===== src/rtl/lut_pkg.sv =====
`default_nettype none
// ============================================================================
// Module      : lut_pkg
// Description : Shared types and constants for the LUT sweep evaluator:
//               FSM state encoding, operation mode codes and the helper
//               that derives the truth-table width from the input count.
// Revision    : 1.0 - initial release
// ============================================================================
package lut_pkg;

    typedef enum logic [1:0] {
        IDLE  = 2'd0,
        EVAL  = 2'd1,
        SWEEP = 2'd2,
        DONE  = 2'd3
    } state_t;

    localparam logic MODE_SINGLE = 1'b0;
    localparam logic MODE_SWEEP  = 1'b1;

    // One truth-table bit per input combination.
    function automatic int tt_width(input int n_in);
        return 1 << n_in;
    endfunction

endpackage
`default_nettype wire


===== src/rtl/lut_sweep_eval_if.sv =====
`default_nettype none
// ============================================================================
// Module      : lut_sweep_eval_if
// Description : Host-side bundle of the LUT sweep evaluator.
//               master : host driving cfg_we/cfg_tt/start/mode/in_vec/abort
//                        and observing the report outputs.
//               slave  : the evaluator itself.
//               Outputs: busy, out_valid, out_vec, out_bit, done, result,
//                        ones_cnt.
// Revision    : 1.0 - initial release
// ============================================================================
interface lut_sweep_eval_if
    import lut_pkg::*;
#(
    parameter  int N_IN = 4,
    localparam int TT_W = tt_width(N_IN)
) ();

    logic              cfg_we;
    logic [TT_W-1:0]   cfg_tt;
    logic              start;
    logic              mode;
    logic [N_IN-1:0]   in_vec;
    logic              abort;
    logic              busy;
    logic              out_valid;
    logic [N_IN-1:0]   out_vec;
    logic              out_bit;
    logic              done;
    logic [TT_W-1:0]   result;
    logic [N_IN:0]     ones_cnt;

    modport master (
        output cfg_we, cfg_tt, start, mode, in_vec, abort,
        input  busy, out_valid, out_vec, out_bit, done, result, ones_cnt
    );

    modport slave (
        input  cfg_we, cfg_tt, start, mode, in_vec, abort,
        output busy, out_valid, out_vec, out_bit, done, result, ones_cnt
    );

endinterface
`default_nettype wire


===== src/rtl/lut_cell.sv =====
`default_nettype none
// ============================================================================
// Module      : lut_cell
// Description : Combinational N-input boolean function. Builds true and
//               complement rails from the index and forms the sum of the
//               minterms enabled by the truth table.
//   tt_i  [TT_W] : truth table, bit k = value for index k
//   idx_i [N_IN] : input vector (true rails), MSB = first variable
//   bit_o        : selected function value
// Revision    : 1.0 - initial release
// ============================================================================
module lut_cell
    import lut_pkg::*;
#(
    parameter  int N_IN = 4,
    localparam int TT_W = tt_width(N_IN)
) (
    input  wire  [TT_W-1:0] tt_i,
    input  wire  [N_IN-1:0] idx_i,
    output logic            bit_o
);

    logic [N_IN-1:0] w_rail_t;
    logic [N_IN-1:0] w_rail_c;
    logic [TT_W-1:0] w_term;

    assign w_rail_t = idx_i;
    assign w_rail_c = ~idx_i;

    // Minterm k: each variable taken from the true rail where bit j of k is
    // set, from the complement rail otherwise.
    for (genvar k = 0; k < TT_W; k++) begin : g_term
        logic [N_IN-1:0] w_lit;
        for (genvar j = 0; j < N_IN; j++) begin : g_lit
            if (((k >> j) & 1) != 0) begin : g_true
                assign w_lit[j] = w_rail_t[j];
            end else begin : g_comp
                assign w_lit[j] = w_rail_c[j];
            end
        end
        assign w_term[k] = tt_i[k] & (&w_lit);
    end

    assign bit_o = |w_term;

endmodule
`default_nettype wire


===== src/rtl/lut_sweep_eval.sv =====
`default_nettype none
// ============================================================================
// Module      : lut_sweep_eval
// Description : Run-time programmable N-input truth table with single-vector
//               evaluation and exhaustive sweep of all input combinations.
//   clk, rst_n : clock, asynchronous active-low reset
//   bus        : lut_sweep_eval_if.slave (cfg_we/cfg_tt/start/mode/in_vec/
//                abort in; busy/out_valid/out_vec/out_bit/done/result/
//                ones_cnt out, all registered)
// Revision    : 1.0 - initial release
// ============================================================================
module lut_sweep_eval
    import lut_pkg::*;
#(
    parameter  int N_IN = 4,
    localparam int TT_W = tt_width(N_IN)
) (
    input  wire            clk,
    input  wire            rst_n,
    lut_sweep_eval_if.slave bus
);

    localparam logic [N_IN-1:0] IDX_LAST = N_IN'(TT_W - 1);
    localparam logic [N_IN-1:0] IDX_ONE  = N_IN'(1);

    state_t            state_q,     state_d;
    logic [TT_W-1:0]   tt_q,        tt_d;
    logic [N_IN-1:0]   idx_q,       idx_d;
    logic [TT_W-1:0]   result_q,    result_d;
    logic [N_IN:0]     ones_q,      ones_d;
    logic              busy_q,      busy_d;
    logic              out_valid_q, out_valid_d;
    logic [N_IN-1:0]   out_vec_q,   out_vec_d;
    logic              out_bit_q,   out_bit_d;
    logic              done_q,      done_d;
    logic              w_bit;

    // Looks up the index that will be reported next cycle, so the report
    // registers load in step with the state register.
    lut_cell #(.N_IN(N_IN)) u_cell (
        .tt_i  (tt_q),
        .idx_i (idx_d),
        .bit_o (w_bit)
    );

    always_ff @(posedge clk or negedge rst_n) begin
        if (!rst_n) begin
            state_q     <= IDLE;
            tt_q        <= '0;
            idx_q       <= '0;
            result_q    <= '0;
            ones_q      <= '0;
            busy_q      <= 1'b0;
            out_valid_q <= 1'b0;
            out_vec_q   <= '0;
            out_bit_q   <= 1'b0;
            done_q      <= 1'b0;
        end else begin
            state_q     <= state_d;
            tt_q        <= tt_d;
            idx_q       <= idx_d;
            result_q    <= result_d;
            ones_q      <= ones_d;
            busy_q      <= busy_d;
            out_valid_q <= out_valid_d;
            out_vec_q   <= out_vec_d;
            out_bit_q   <= out_bit_d;
            done_q      <= done_d;
        end
    end

    always_comb begin
        state_d  = state_q;
        tt_d     = tt_q;
        idx_d    = idx_q;
        result_d = result_q;
        ones_d   = ones_q;

        case (state_q)
            IDLE: begin
                // A table write takes the cycle; a coincident start is dropped.
                if (bus.cfg_we) begin
                    tt_d = bus.cfg_tt;
                end else if (bus.start) begin
                    if (bus.mode == MODE_SWEEP) begin
                        state_d = SWEEP;
                        idx_d   = '0;
                        ones_d  = '0;
                    end else begin
                        state_d = EVAL;
                        idx_d   = bus.in_vec;
                    end
                end
            end
            EVAL: begin
                state_d = IDLE;
            end
            SWEEP: begin
                if (bus.abort) begin
                    state_d = IDLE;
                end else if (idx_q == IDX_LAST) begin
                    state_d = DONE;
                end else begin
                    idx_d = idx_q + IDX_ONE;
                end
            end
            DONE: begin
                state_d = IDLE;
            end
            default: begin
                state_d = IDLE;
            end
        endcase

        // Capture happens on the same edge that loads the matching report,
        // so an abort leaves exactly the reported bits in result.
        if (state_d == SWEEP) begin
            result_d[idx_d] = w_bit;
            ones_d          = ones_d + (N_IN + 1)'(w_bit);
        end

        busy_d      = (state_d == EVAL) || (state_d == SWEEP);
        out_valid_d = busy_d;
        done_d      = (state_d == DONE);
        out_vec_d   = out_valid_d ? idx_d : out_vec_q;
        out_bit_d   = out_valid_d ? w_bit : out_bit_q;
    end

    assign bus.busy      = busy_q;
    assign bus.out_valid = out_valid_q;
    assign bus.out_vec   = out_vec_q;
    assign bus.out_bit   = out_bit_q;
    assign bus.done      = done_q;
    assign bus.result    = result_q;
    assign bus.ones_cnt  = ones_q;

endmodule
`default_nettype wire


===== src/flat_wrapper.sv =====
// flat-port wrapper written by rule: the top's interface ports become plain ports
module lut_sweep_eval_flat import lut_pkg::*;
#(
    parameter  int N_IN = 4,
    localparam int TT_W = tt_width(N_IN)
)
  (clk, rst_n, bus_cfg_we, bus_cfg_tt, bus_start, bus_mode, bus_in_vec, bus_abort, bus_busy, bus_out_valid, bus_out_vec, bus_out_bit, bus_done, bus_result, bus_ones_cnt);
  lut_sweep_eval_if #(.N_IN(N_IN)) bus_i ();
  input  wire clk;
  input  wire rst_n;
  input wire logic [$bits(bus_i.cfg_we)-1:0] bus_cfg_we;
  input wire logic [$bits(bus_i.cfg_tt)-1:0] bus_cfg_tt;
  input wire logic [$bits(bus_i.start)-1:0] bus_start;
  input wire logic [$bits(bus_i.mode)-1:0] bus_mode;
  input wire logic [$bits(bus_i.in_vec)-1:0] bus_in_vec;
  input wire logic [$bits(bus_i.abort)-1:0] bus_abort;
  output wire logic [$bits(bus_i.busy)-1:0] bus_busy;
  output wire logic [$bits(bus_i.out_valid)-1:0] bus_out_valid;
  output wire logic [$bits(bus_i.out_vec)-1:0] bus_out_vec;
  output wire logic [$bits(bus_i.out_bit)-1:0] bus_out_bit;
  output wire logic [$bits(bus_i.done)-1:0] bus_done;
  output wire logic [$bits(bus_i.result)-1:0] bus_result;
  output wire logic [$bits(bus_i.ones_cnt)-1:0] bus_ones_cnt;
  assign bus_i.cfg_we = bus_cfg_we;
  assign bus_i.cfg_tt = bus_cfg_tt;
  assign bus_i.start = bus_start;
  assign bus_i.mode = bus_mode;
  assign bus_i.in_vec = bus_in_vec;
  assign bus_i.abort = bus_abort;
  assign bus_busy = bus_i.busy;
  assign bus_out_valid = bus_i.out_valid;
  assign bus_out_vec = bus_i.out_vec;
  assign bus_out_bit = bus_i.out_bit;
  assign bus_done = bus_i.done;
  assign bus_result = bus_i.result;
  assign bus_ones_cnt = bus_i.ones_cnt;
  lut_sweep_eval #(.N_IN(N_IN)) u_core (.clk(clk), .rst_n(rst_n), .bus(bus_i));
endmodule

===== config.mk =====
export PLATFORM = sky130hd
export DESIGN_NAME = lut_sweep_eval_flat
export DESIGN_NICKNAME = d
export VERILOG_FILES = /design/src/rtl/lut_pkg.sv /design/src/rtl/lut_sweep_eval_if.sv /design/src/rtl/lut_cell.sv /design/src/rtl/lut_sweep_eval.sv /design/src/flat_wrapper.sv
export SDC_FILE = /design/constraint.sdc
export NUM_CORES = 1
export LEC_CHECK = 0
export BUFFER_PORTS_ARGS = -buffer_cell sky130_fd_sc_hd__buf_2
export CAP_MARGIN = 20
export CORE_MARGIN = 1.5
export CORE_UTILIZATION = 50
export CTS_BUF_LIST = sky130_fd_sc_hd__clkbuf_2
export DETAILED_ROUTE_END_ITERATION = 12
export PLACE_DENSITY_LB_ADDON = 0.12
export SLEW_MARGIN = 20
export SYNTH_ARGS = -nofsm -noshare
export SYNTH_HDL_FRONTEND = slang
export SYNTH_SLANG_ARGS = --single-unit

===== constraint.sdc =====
create_clock -name clk -period 4.35 [get_ports clk]
set_input_delay 0.6525 -clock clk [delete_from_list [all_inputs] [get_ports clk]]
set_output_delay 0.6525 -clock clk [all_outputs]
set_load 0.05 [all_outputs]

==> results of run 1 <==
==> cell families (layout without fill, tap and decap cells) <==
| group | after synthesis | count (layout) | synth area share |
|---|---|---|---|
| xor gates and xnor gates | 3 | 3 | 0.0106 |
| AOI/OAI and AO/OA | 29 | 29 | 0.107 |
| and+or+nand+nor | 66 | 66 | 0.148 |
| DFF | 50 | 50 | 0.505 |
| adders and majority gates | 5 | 5 | 0.0252 |
| muxes | 39 | 39 | 0.177 |
| buffers and inverters | 14 | 76 | 0.0272 |
==> through the flow <==
step / hold WS, ns / worst slack, ns / utilization / power (mW)
after floorplan: 0.357 / 0.587 / - / 1.12
after global placement: 0.488 / 0.285 / 0.596 / 1.30
after detailed placement: 0.490 / 0.297 / 0.603 / 1.31
after CTS: 0.217 / 0.434 / 0.613 / 1.50
after global routing: 0.222 / 0.187 / 0.613 / 1.58
final: 0.208 / 0.435 / 0.613 / 1.49
==> sequential cells by signal (all words and copies together), names as in the netlist <==
name and cells:
u_core.bus.busy 1, u_core.bus.done 1, u_core.bus.out_vec 4, u_core.tt_q 16
u_core.bus.result 16, u_core.state_q 2, u_core.bus.out_bit 1, u_core.bus.ones_cnt 5
u_core.idx_q 4
==> worst register-to-register path: stages (launching register included) <==
cell       delay (ns)
dfrtp_1          0.58
or4b_4           0.62
o311a_4          0.16
a2111oi_4        0.49
inv_2            0.18
and3_4           0.22
o211ai_2         0.15
o311ai_2         0.13
or4_1            0.55
ha_1             0.23
ha_1             0.28
mux2_2           0.26
==> per-layer routing <==
metal  global-route usage  part of all wire  vias up
met1                0.290              0.47      913
met4               0.0514            0.0098        0
li1                     -                 -      875
met2                0.331              0.47       49
met3               0.0453             0.048        6
met5                    0                 0        -
==> cell type report <==
cell class	count	area, µm²	share of cell area
repair buffers	59	328	0.112
inverters	9	33.8	0.0116
clock inverters	3	21.3	0.00730
multi-input cells	142	1170	0.402
flip-flops and latches	50	1250	0.429
clock buffers	5	25.0	0.00858
well taps	67	83.8	0.0288
==> cell usage after synthesis, types with 3 or more instances <==
cell / count / area, µm²
xor2_1: 3 / 26.3
ha_1: 5 / 62.6
a21oi_1: 3 / 15.0
nand4_1: 4 / 25.0
nor2b_1: 3 / 18.8
o21ai_0: 4 / 20.0
nor2_1: 17 / 63.8
nand2b_1: 3 / 18.8
nand3_1: 8 / 40.0
nand2_1: 13 / 48.8
dfrtp_1: 50 / 1250
inv_2: 3 / 11.3
inv_1: 5 / 18.8
mux2_2: 38 / 428
==> path summary, 6_finish.rpt <==
check                                                         to  depth (start not counted)
max in group asynchronous       u_core.bus.result[1]$_DFFE_PN0P_                          2
worst max-delay path            u_core.bus.ones_cnt[1]$_DFF_PN0_                         11
worst min register to register  u_core.bus.result[6]$_DFFE_PN0P_                          1
worst min-delay path                   u_core.bus.done$_DFF_PN0_                          1
min in group clk                      u_core.tt_q[3]$_DFFE_PN0P_                          3
worst max register to register  u_core.bus.ones_cnt[1]$_DFF_PN0_                         11
==> power groups by stage <==
stage	logic, mW	registers (mW)	clock network [mW]
CTS	0.671	0.636	0.194
floorplan	0.272	0.849	0
detailed placement	0.669	0.646	0
finish	0.668	0.635	0.188
global placement	0.657	0.643	0
global route	0.717	0.650	0.211
==> metrics.csv, run 1 <==
metric;value;unit
fill cell count;417;
Boundary Pins;55;
drt initial violations;104;
PD cells;511;nW/µm²
number of synthesized register bits;50;
Root Buffer Master;clkbuf_2;
cell area after placement;2870;µm²
Main synth FF type;dfrtp_1;
worst vdd ir;0.286;mV
Clock Sinks;50;
Clock transition at path regs;0.26;ns
Post-synth EDFFs;0;
Post-Syn Area;2480;µm²
highest-count cells in the layout ignoring fill and taps;buf_2, dfrtp_1, mux2_2;
commonest non-fill, non-tap cell in the layout;buf_2;
CP max FO;10;
vias in the first global route;1706;
effective utilization at floorplan;0.522;
CTS tree;yes;
Arr. time, crit path;4.28;ns
Highest Clock Rate;255;MHz
WL per Instance;15.6;µm
kind of end point of the critical path;register;
Critical R2R Launch;u_core.state_q[0]$_DFF_PN0_;
Post-DP HPWL;4.01;mm
Seq/Total Area, Yosys;0.505;
fin cells;335;
setup bufs post-CTS;0;
H-tree Lvls;2;
switch share;0.448;
Worst Setup SP;u_core.state_q[0]$_DFF_PN0_;
Hold Buf Count CTS;0;
Final min period;3.91;ns
max-capacitance violation count;0;
period utilization;0.900;
cell count after placement;327;
reg2reg setup slack;0.44;ns
ratio of cells with drive above 1 in the final layout;0.444;
Design Area, Final;2920;µm²
worst-path cell chain;or4b_4 -> o311a_4 -> a2111oi_4 -> inv_2 -> and3_4 -> o211ai_2 -> o311ai_2 -> or4_1 -> ha_1 -> ha_1 -> mux2_2;
final antenna-violating net count;0;
worst hold path class;in2async;
Num CTS Buffers;5;
LEAKAGE;1.42;nW
Final TNS setup;0;ns
PostCTS Resize Cnt;0;
Worst Path Required;4.72;ns
Switch Pwr;0.669;mW
Clk pwr share;0.126;
slowest cell on the critical path;or4b_4;
Skew-Pair Late Insertion Delay;0.43;ns
CP Class;reg2reg;
status;completed;
DRT Pass-1 Iters;4;
Via Count;1843;
Final Max Slew Viols;0;
Cell Int Power;0.822;mW
die area;5390;µm²
RSZ-0062 raised after global routing;false;
first-pass GRT wire length;8.49;mm
CP bufs+invs;1;
Mean Syn Cell Area;12.0;µm²
post-synthesis net count;237;
antenna cells;0;
Die Y;73.4;µm
grt ovf;0;
Final nets;298;
slowest stage delay, CP;0.62;ns
Core Area;4750;µm²
CP most frequent cell;ha_1;
clock buffer depth;2;
Remaining DRCs;0;
Synth Instances;206;
Yosys warnings;0;
relative slew slack;0.462;
routed vias/inst;5.50;
Gate power share;0.448;
Startpoint Class;register;
clk_skew;0.0246;ns
largest net degree at the start of global routing;29;
Die X;73.4;µm
Async S/R FF share, synth;1.00;
final setup vio count;0;
worst-margin pin slew;0.806;ns
synth-to-layout area growth;17.6;%
GR Util All Layers;0.208;
critical path's top delay family;simple AND/OR/NAND/NOR gates;
Final Hold Fails;0;
PortBufs;54;
register share of total power;0.426;
RD Place Congestion;0.881;
row count;25;
Routed WL;5.22;mm
post-synth cell types;51;
initial antenna violation count;0;
No activity file was read; power rests on OpenSTA's default activity.
==> run 2, diff against run 1 <==
--- a/config.mk
+++ b/config.mk
@@ -7,8 +7,10 @@
 export LEC_CHECK = 0
 export BUFFER_PORTS_ARGS = -buffer_cell sky130_fd_sc_hd__buf_2
 export CAP_MARGIN = 20
+export CELL_PAD_IN_SITES_DETAIL_PLACEMENT = 0
+export CELL_PAD_IN_SITES_GLOBAL_PLACEMENT = 1
 export CORE_MARGIN = 1.5
-export CORE_UTILIZATION = 50
+export CORE_UTILIZATION = 44
 export CTS_BUF_LIST = sky130_fd_sc_hd__clkbuf_2
 export DETAILED_ROUTE_END_ITERATION = 12
 export PLACE_DENSITY_LB_ADDON = 0.12
==> run 2 against run 1 <==
  * Sequential cell count unchanged
  * Largest power group unchanged
  * Clock skew down 0.013 ns
  * Cell count up 1.5%
  * Non-clock buffer count up 1
  * Fmax up 0.14%
  * Critical endpoint unchanged
  * Register-to-register slack about the same
  * Sequential power down 0.6%
  * Global-route usage down 2.1 points
  * Clock power down 5%
==> metrics.csv, run 2 (synthesis gave the netlist of run 1 again) <==
metric;value;unit;change
effective utilization at floorplan;0.453;;-0.0684
Worst Path Required;4.69;ns;-0.03 ns
met2 Usage GRT;0.309;;-0.0226
relative slew slack;0.552;;+0.0901
max-capacitance violation count;0;;unchanged
Final TNS setup;0;ns;unchanged
Num CTS Buffers;5;;unchanged
kind of end point of the critical path;register;;
Final nets;299;;+0.34%
CP Class;reg2reg;;
Root Buffer Master;clkbuf_2;;
synth-to-layout area growth;16.8;%;
PD cells;510;nW/µm²;-0.26%
largest net degree at the start of global routing;51;;+76%
die area;6100;µm²;+13%
highest-count cells in the layout ignoring fill and taps;buf_2, dfrtp_1, mux2_2;;
commonest non-fill, non-tap cell in the layout;buf_2;;
Highest Clock Rate;256;MHz;+0.14%
LEAKAGE;1.41;nW;-0.48%
Final WS setup;0.441;ns;+0.00545 ns
final setup vio count;0;;unchanged
final antenna-violating net count;0;;unchanged
Worst Setup SP;u_core.idx_q[0]$_DFF_PN0_;;
period utilization;0.899;;-0.00125
CP most frequent cell;ha_1;;
GRT busiest layer;met2;;
CP max FO;9;;-1
vias in the first global route;1882;;+10%
H-tree Lvls;2;;unchanged
fin cells;340;;+1.5%
reg2reg setup slack;0.44;ns;about the same
GR Layer Usage met3;0.0465;;+0.00124
Remaining DRCs;0;;unchanged
slowest stage delay, CP;0.56;ns;-0.06 ns
antenna cells;0;;unchanged
worst-margin pin slew;0.654;ns;-0.151 ns
grt ovf;0;;unchanged
PostCTS Resize Cnt;0;;unchanged
row count;27;;+8.0%
Routed WL;5.20;mm;-0.40%
Final Hold Fails;0;;unchanged
setup bufs post-CTS;0;;unchanged
clk_skew;0.0119;ns;-0.0128 ns
Clock transition at path regs;0.23;ns;-0.03 ns
Core Area;5470;µm²;+15%
slowest cell on the critical path;or4_1;;
first-pass GRT wire length;8.84;mm;+4.1%
PortBufs;54;;unchanged
Startpoint Class;register;;
Clock Sinks;50;;unchanged
worst-path cell chain;ha_1 -> nand3_1 -> a32oi_1 -> nand2_2 -> inv_2 -> mux2_2 -> a221oi_1 -> o311ai_2 -> or4_1 -> ha_1 -> ha_1 -> mux2_2;;
Arr. time, crit path;4.25;ns;-0.03 ns
worst hold path class;in2async;;
Hold Buf Count CTS;0;;unchanged
pre-CTS setup slack;0.295;ns;-0.00168 ns
status;completed;;
routed vias/inst;5.37;;-2.4%
final core occ;0.529;;-0.0839
CTS tree;yes;;
Boundary Pins;55;;unchanged
met1 GRT Util;0.238;;-0.0518
Critical R2R Launch;u_core.idx_q[0]$_DFF_PN0_;;
worst vdd ir;0.326;mV;+14%
Skew-Pair Late Insertion Delay;0.42;ns;about the same
clock buffer depth;2;;unchanged
Via Count;1825;;-0.98%
Final Max Slew Viols;0;;unchanged
DRT Pass-1 Iters;4;;unchanged
drt initial violations;76;;-27%
Post-DP HPWL;3.86;mm;-3.7%
Die Y;78.1;µm;+6.3%
ratio of cells with drive above 1 in the final layout;0.444;;unchanged
cell count after placement;333;;+1.8%
Die X;78.1;µm;+6.3%
GR Util All Layers;0.187;;-0.0209
initial antenna violation count;0;;unchanged
RD Place Congestion;0.775;;-12%
WL per Instance;15.3;µm;-1.9%
RSZ-0062 raised after global routing;false;;
Final min period;3.91;ns;-0.00545 ns
run 2: changes by cell type in the layout (fill, tap and decap cells not counted), sizes merged:
cell	change
buf	+1
clkbuf	+1
clkinv	-2
run 2: layout make-up:
class	count	area, µm²
fill	518	2580
timing repair buffer	60	318
sequential	50	1250
multi-input combinational	142	1170
clock inverter	1	7.51
inverter	9	33.8
clock buffer	6	30.0
tap	72	90.1
run 2: through the flow:
stage	cell area, µm²	power, mW	hold WS, ns
after detailed placement	2860	1.31	0.487
final	2900	1.48	0.217
after CTS	2900	1.49	0.223
after global routing	2900	1.57	0.202
after global placement	2860	1.31	0.487
after floorplan	2480	1.12	0.357
run 2: power by group:
part           switching [mW]  internal, mW  total [mW]
Sequential             0.0674         0.564       0.631
Combinational           0.450         0.217       0.667
Clock                   0.140        0.0388       0.179
Total                   0.658         0.820        1.48
run 2: worst paths after layout:
| check | to | cells after the start |
|---|---|---|
| worst max-delay path | u_core.bus.ones_cnt[1]$_DFF_PN0_ | 12 |
| worst max register to register | u_core.bus.ones_cnt[1]$_DFF_PN0_ | 12 |
| min in group clk | u_core.tt_q[3]$_DFFE_PN0P_ | 3 |
| worst min register to register | u_core.bus.out_vec[0]$_DFFE_PN0P_ | 2 |
| max in group asynchronous | u_core.tt_q[1]$_DFFE_PN0P_ | 1 |
| worst min-delay path | u_core.tt_q[6]$_DFFE_PN0P_ | 1 |
run 2: routing by layer:
metal	routed length (µm)	vias up
met3	244	10
met2	2460	45
met1	2400	889
li1	-	881
met4	90	0
met5	0	-
run 2: worst max-delay path: cells and delay by family (launching register included):
family | cells | cell delay (ns)
multiplexers | 2 | 0.60
adder cells (fa/ha/maj) | 3 | 0.76
flip-flops | 1 | 0.50
buffers and inverters | 1 | 0.18
AND/OR/NAND/NOR | 3 | 0.94
AO/OA/AOI/OAI | 3 | 0.85
==> run 3, diff against run 2 <==
--- a/config.mk
+++ b/config.mk
@@ -10,7 +10,7 @@
 export CELL_PAD_IN_SITES_DETAIL_PLACEMENT = 0
 export CELL_PAD_IN_SITES_GLOBAL_PLACEMENT = 1
 export CORE_MARGIN = 1.5
-export CORE_UTILIZATION = 44
+export CORE_UTILIZATION = 48
 export CTS_BUF_LIST = sky130_fd_sc_hd__clkbuf_2
 export DETAILED_ROUTE_END_ITERATION = 12
 export PLACE_DENSITY_LB_ADDON = 0.12
==> constraint.sdc (replaced) <==
create_clock -name clk -period 4.6 [get_ports clk]
set_input_delay 0.69 -clock clk [delete_from_list [all_inputs] [get_ports clk]]
set_output_delay 0.69 -clock clk [all_outputs]
set_load 0.05 [all_outputs]
==> run 3 against run 2 <==
  * Routed wire length decreased by 0.62%
  * Cell count shrank 2.1%
  * Via count shrank 0.77%
  * Cell area down 0.73%
  * First-iteration DRC count up 28%
  * Combinational power decreased by 7.2%
  * Clock skew grew 0.015 ns
  * Clock power fell by 7%
  * Register-to-register slack better by 0.17 ns
  * Utilization rose by 6.4 points
  * Total power is 6.4% lower
==> metrics.csv, run 3 (synthesis gave the netlist of run 1 again) <==
metric;value;unit;change
status;completed;;
Routed WL;5.17;mm;-0.62%
worst vdd ir;0.299;mV;-8.4%
final antenna-violating net count;0;;unchanged
CP max FO;10;;+1
highest-count cells in the layout ignoring fill and taps;buf_2, dfrtp_1, mux2_2;;
Die Y;74.9;µm;-4.1%
LEAKAGE;1.40;nW;-0.94%
Remaining DRCs;0;;unchanged
effective utilization at floorplan;0.511;;+0.0584
CP Class;reg2reg;;
Final Hold Fails;0;;unchanged
Final min period;3.99;ns;+0.0803 ns
Startpoint Class;register;;
reg2reg setup slack;0.61;ns;+0.17 ns
H-tree Lvls;2;;unchanged
largest net degree at the start of global routing;51;;unchanged
initial antenna violation count;0;;unchanged
Worst Setup SP;u_core.state_q[0]$_DFF_PN0_;;
first-pass GRT wire length;8.83;mm;about the same
clk_skew;0.0268;ns;+0.0150 ns
slowest cell on the critical path;or4b_4;;
R2R cell count;13;;+1
PostCTS Resize Cnt;0;;unchanged
overall power;1.38;mW;-6.4%
slowest stage delay, CP;0.62;ns;+0.06 ns
Boundary Pins;55;;unchanged
Final nets;296;;-1.0%
synth-to-layout area growth;15.9;%;
Core Area;4850;µm²;-11%
stages on the worst setup path;13;;+1
CTS tree;yes;;
Clock Sinks;50;;unchanged
Via Count;1811;;-0.77%
RD Place Congestion;0.840;;+8.4%
Worst Path Required;4.91;ns;+0.22 ns
clock buffer depth;2;;unchanged
worst-path cell chain;or4b_4 -> nor2_1 -> a221oi_2 -> inv_2 -> mux2_2 -> nand3_1 -> o311ai_2 -> or4_1 -> ha_1 -> ha_1 -> nand4_1 -> xor2_1 -> a21oi_1;;
CP most frequent cell;ha_1;;
CP endpoint;u_core.bus.ones_cnt[4]$_DFF_PN0_;;
Post-DP HPWL;3.83;mm;-0.77%
Arr. time, crit path;4.30;ns;+0.05 ns
period utilization;0.867;;-0.0314
fill cell count;455;;-12%
setup bufs post-CTS;0;;unchanged
commonest non-fill, non-tap cell in the layout;buf_2;;
Root Buffer Master;clkbuf_2;;
DRT Pass-1 Iters;4;;unchanged
Crit Reg-Reg Endpoint;u_core.bus.ones_cnt[4]$_DFF_PN0_;;
CP bufs+invs;1;;unchanged
Die X;74.9;µm;-4.1%
routed vias/inst;5.44;;+1.3%
Clock transition at path regs;0.25;ns;+0.02 ns
kind of end point of the critical path;register;;
RSZ-0062 raised after global routing;false;;
max-capacitance violation count;0;;unchanged
worst hold path class;in2async;;
vias in the first global route;1906;;+1.3%
PD cells;481;nW/µm²;-5.7%
Final Max Slew Viols;0;;unchanged
antenna cells;0;;unchanged
grt ovf;0;;unchanged
Skew-Pair Late Insertion Delay;0.41;ns;about the same
Num CTS Buffers;5;;unchanged
drt initial violations;97;;+28%
worst-margin pin slew;0.797;ns;+0.143 ns
Final TNS setup;0;ns;unchanged
Critical R2R Launch;u_core.state_q[0]$_DFF_PN0_;;
Hold Buf Count CTS;0;;unchanged
critical path's top delay family;simple AND/OR/NAND/NOR gates;;
ratio of cells with drive above 1 in the final layout;0.436;;-0.00794
Highest Clock Rate;251;MHz;-2.0%
GR Util All Layers;0.208;;+0.0217
PortBufs;54;;unchanged
row count;25;;-7.4%
final setup vio count;0;;unchanged
WL per Instance;15.5;µm;+1.5%
die area;5610;µm²;-8.0%
relative slew slack;0.468;;-0.0847
-- run 3: cell types whose count changed in the layout (fill, tap and decap cells not counted), sizes merged --
cell,delta
clkinv,+2
clkbuf,-1
buf,-3
-- run 3: power breakdown --
group	leakage [nW]	switching (mW)	internal (mW)
Combinational	0.727	0.420	0.198
Sequential	0.642	0.0643	0.533
Clock	0.0264	0.132	0.0347
-- run 3: area by class of cell --
cell class / count / area (µm²) / area share
clock buffer: 5 / 25.0 / 0.00870
clock inverter: 3 / 16.3 / 0.00566
inverter: 9 / 33.8 / 0.0117
multi-input combinational: 142 / 1170 / 0.408
sequential: 50 / 1250 / 0.435
tap: 67 / 83.8 / 0.0292
timing repair buffer: 57 / 293 / 0.102
-- run 3: worst min-delay path by stage --
stage | from | endpoint | depth (start not counted)
after floorplan | rst_n | u_core.bus.busy$_DFF_PN0_ | 0
after global placement | u_core.bus.out_bit$_DFFE_PN0P_ | u_core.bus.out_bit$_DFFE_PN0P_ | 1
after detailed placement | u_core.bus.out_bit$_DFFE_PN0P_ | u_core.bus.out_bit$_DFFE_PN0P_ | 1
after CTS | rst_n | u_core.tt_q[13]$_DFFE_PN0P_ | 2
after global routing | rst_n | u_core.tt_q[13]$_DFFE_PN0P_ | 2
final | rst_n | u_core.tt_q[13]$_DFFE_PN0P_ | 2
-- run 3: layer usage --
layer	part of all wire	vias up	routed length, µm	GRT usage
met5	0	-	0	0
met4	0.0068	0	35	0.0566
met3	0.035	4	180	0.0428
met2	0.49	43	2540	0.348
met1	0.47	888	2420	0.277
li1	-	876	-	-
-- run 3: worst reg2reg max path: cells and delay by family, from the launching register on --
family | cells | cell delay [ns]
buf+inv | 1 | 0.21
compound gates | 3 | 0.41
simple gates | 5 | 1.73
flops | 1 | 0.57
mux | 1 | 0.38
xor+xnor | 1 | 0.15
fa+ha+maj | 2 | 0.45
-- run 3: through the flow --
step	cell area (µm²)	util	hold slack [ns]	worst slack, ns	instances
after floorplan	2480	-	0.394	0.799	206
after global placement	2830	0.583	0.482	0.449	325
after detailed placement	2830	0.585	0.492	0.428	325
after CTS	2880	0.593	0.342	0.592	333
after global routing	2880	0.593	0.345	0.378	333
final	2880	0.593	0.328	0.611	333
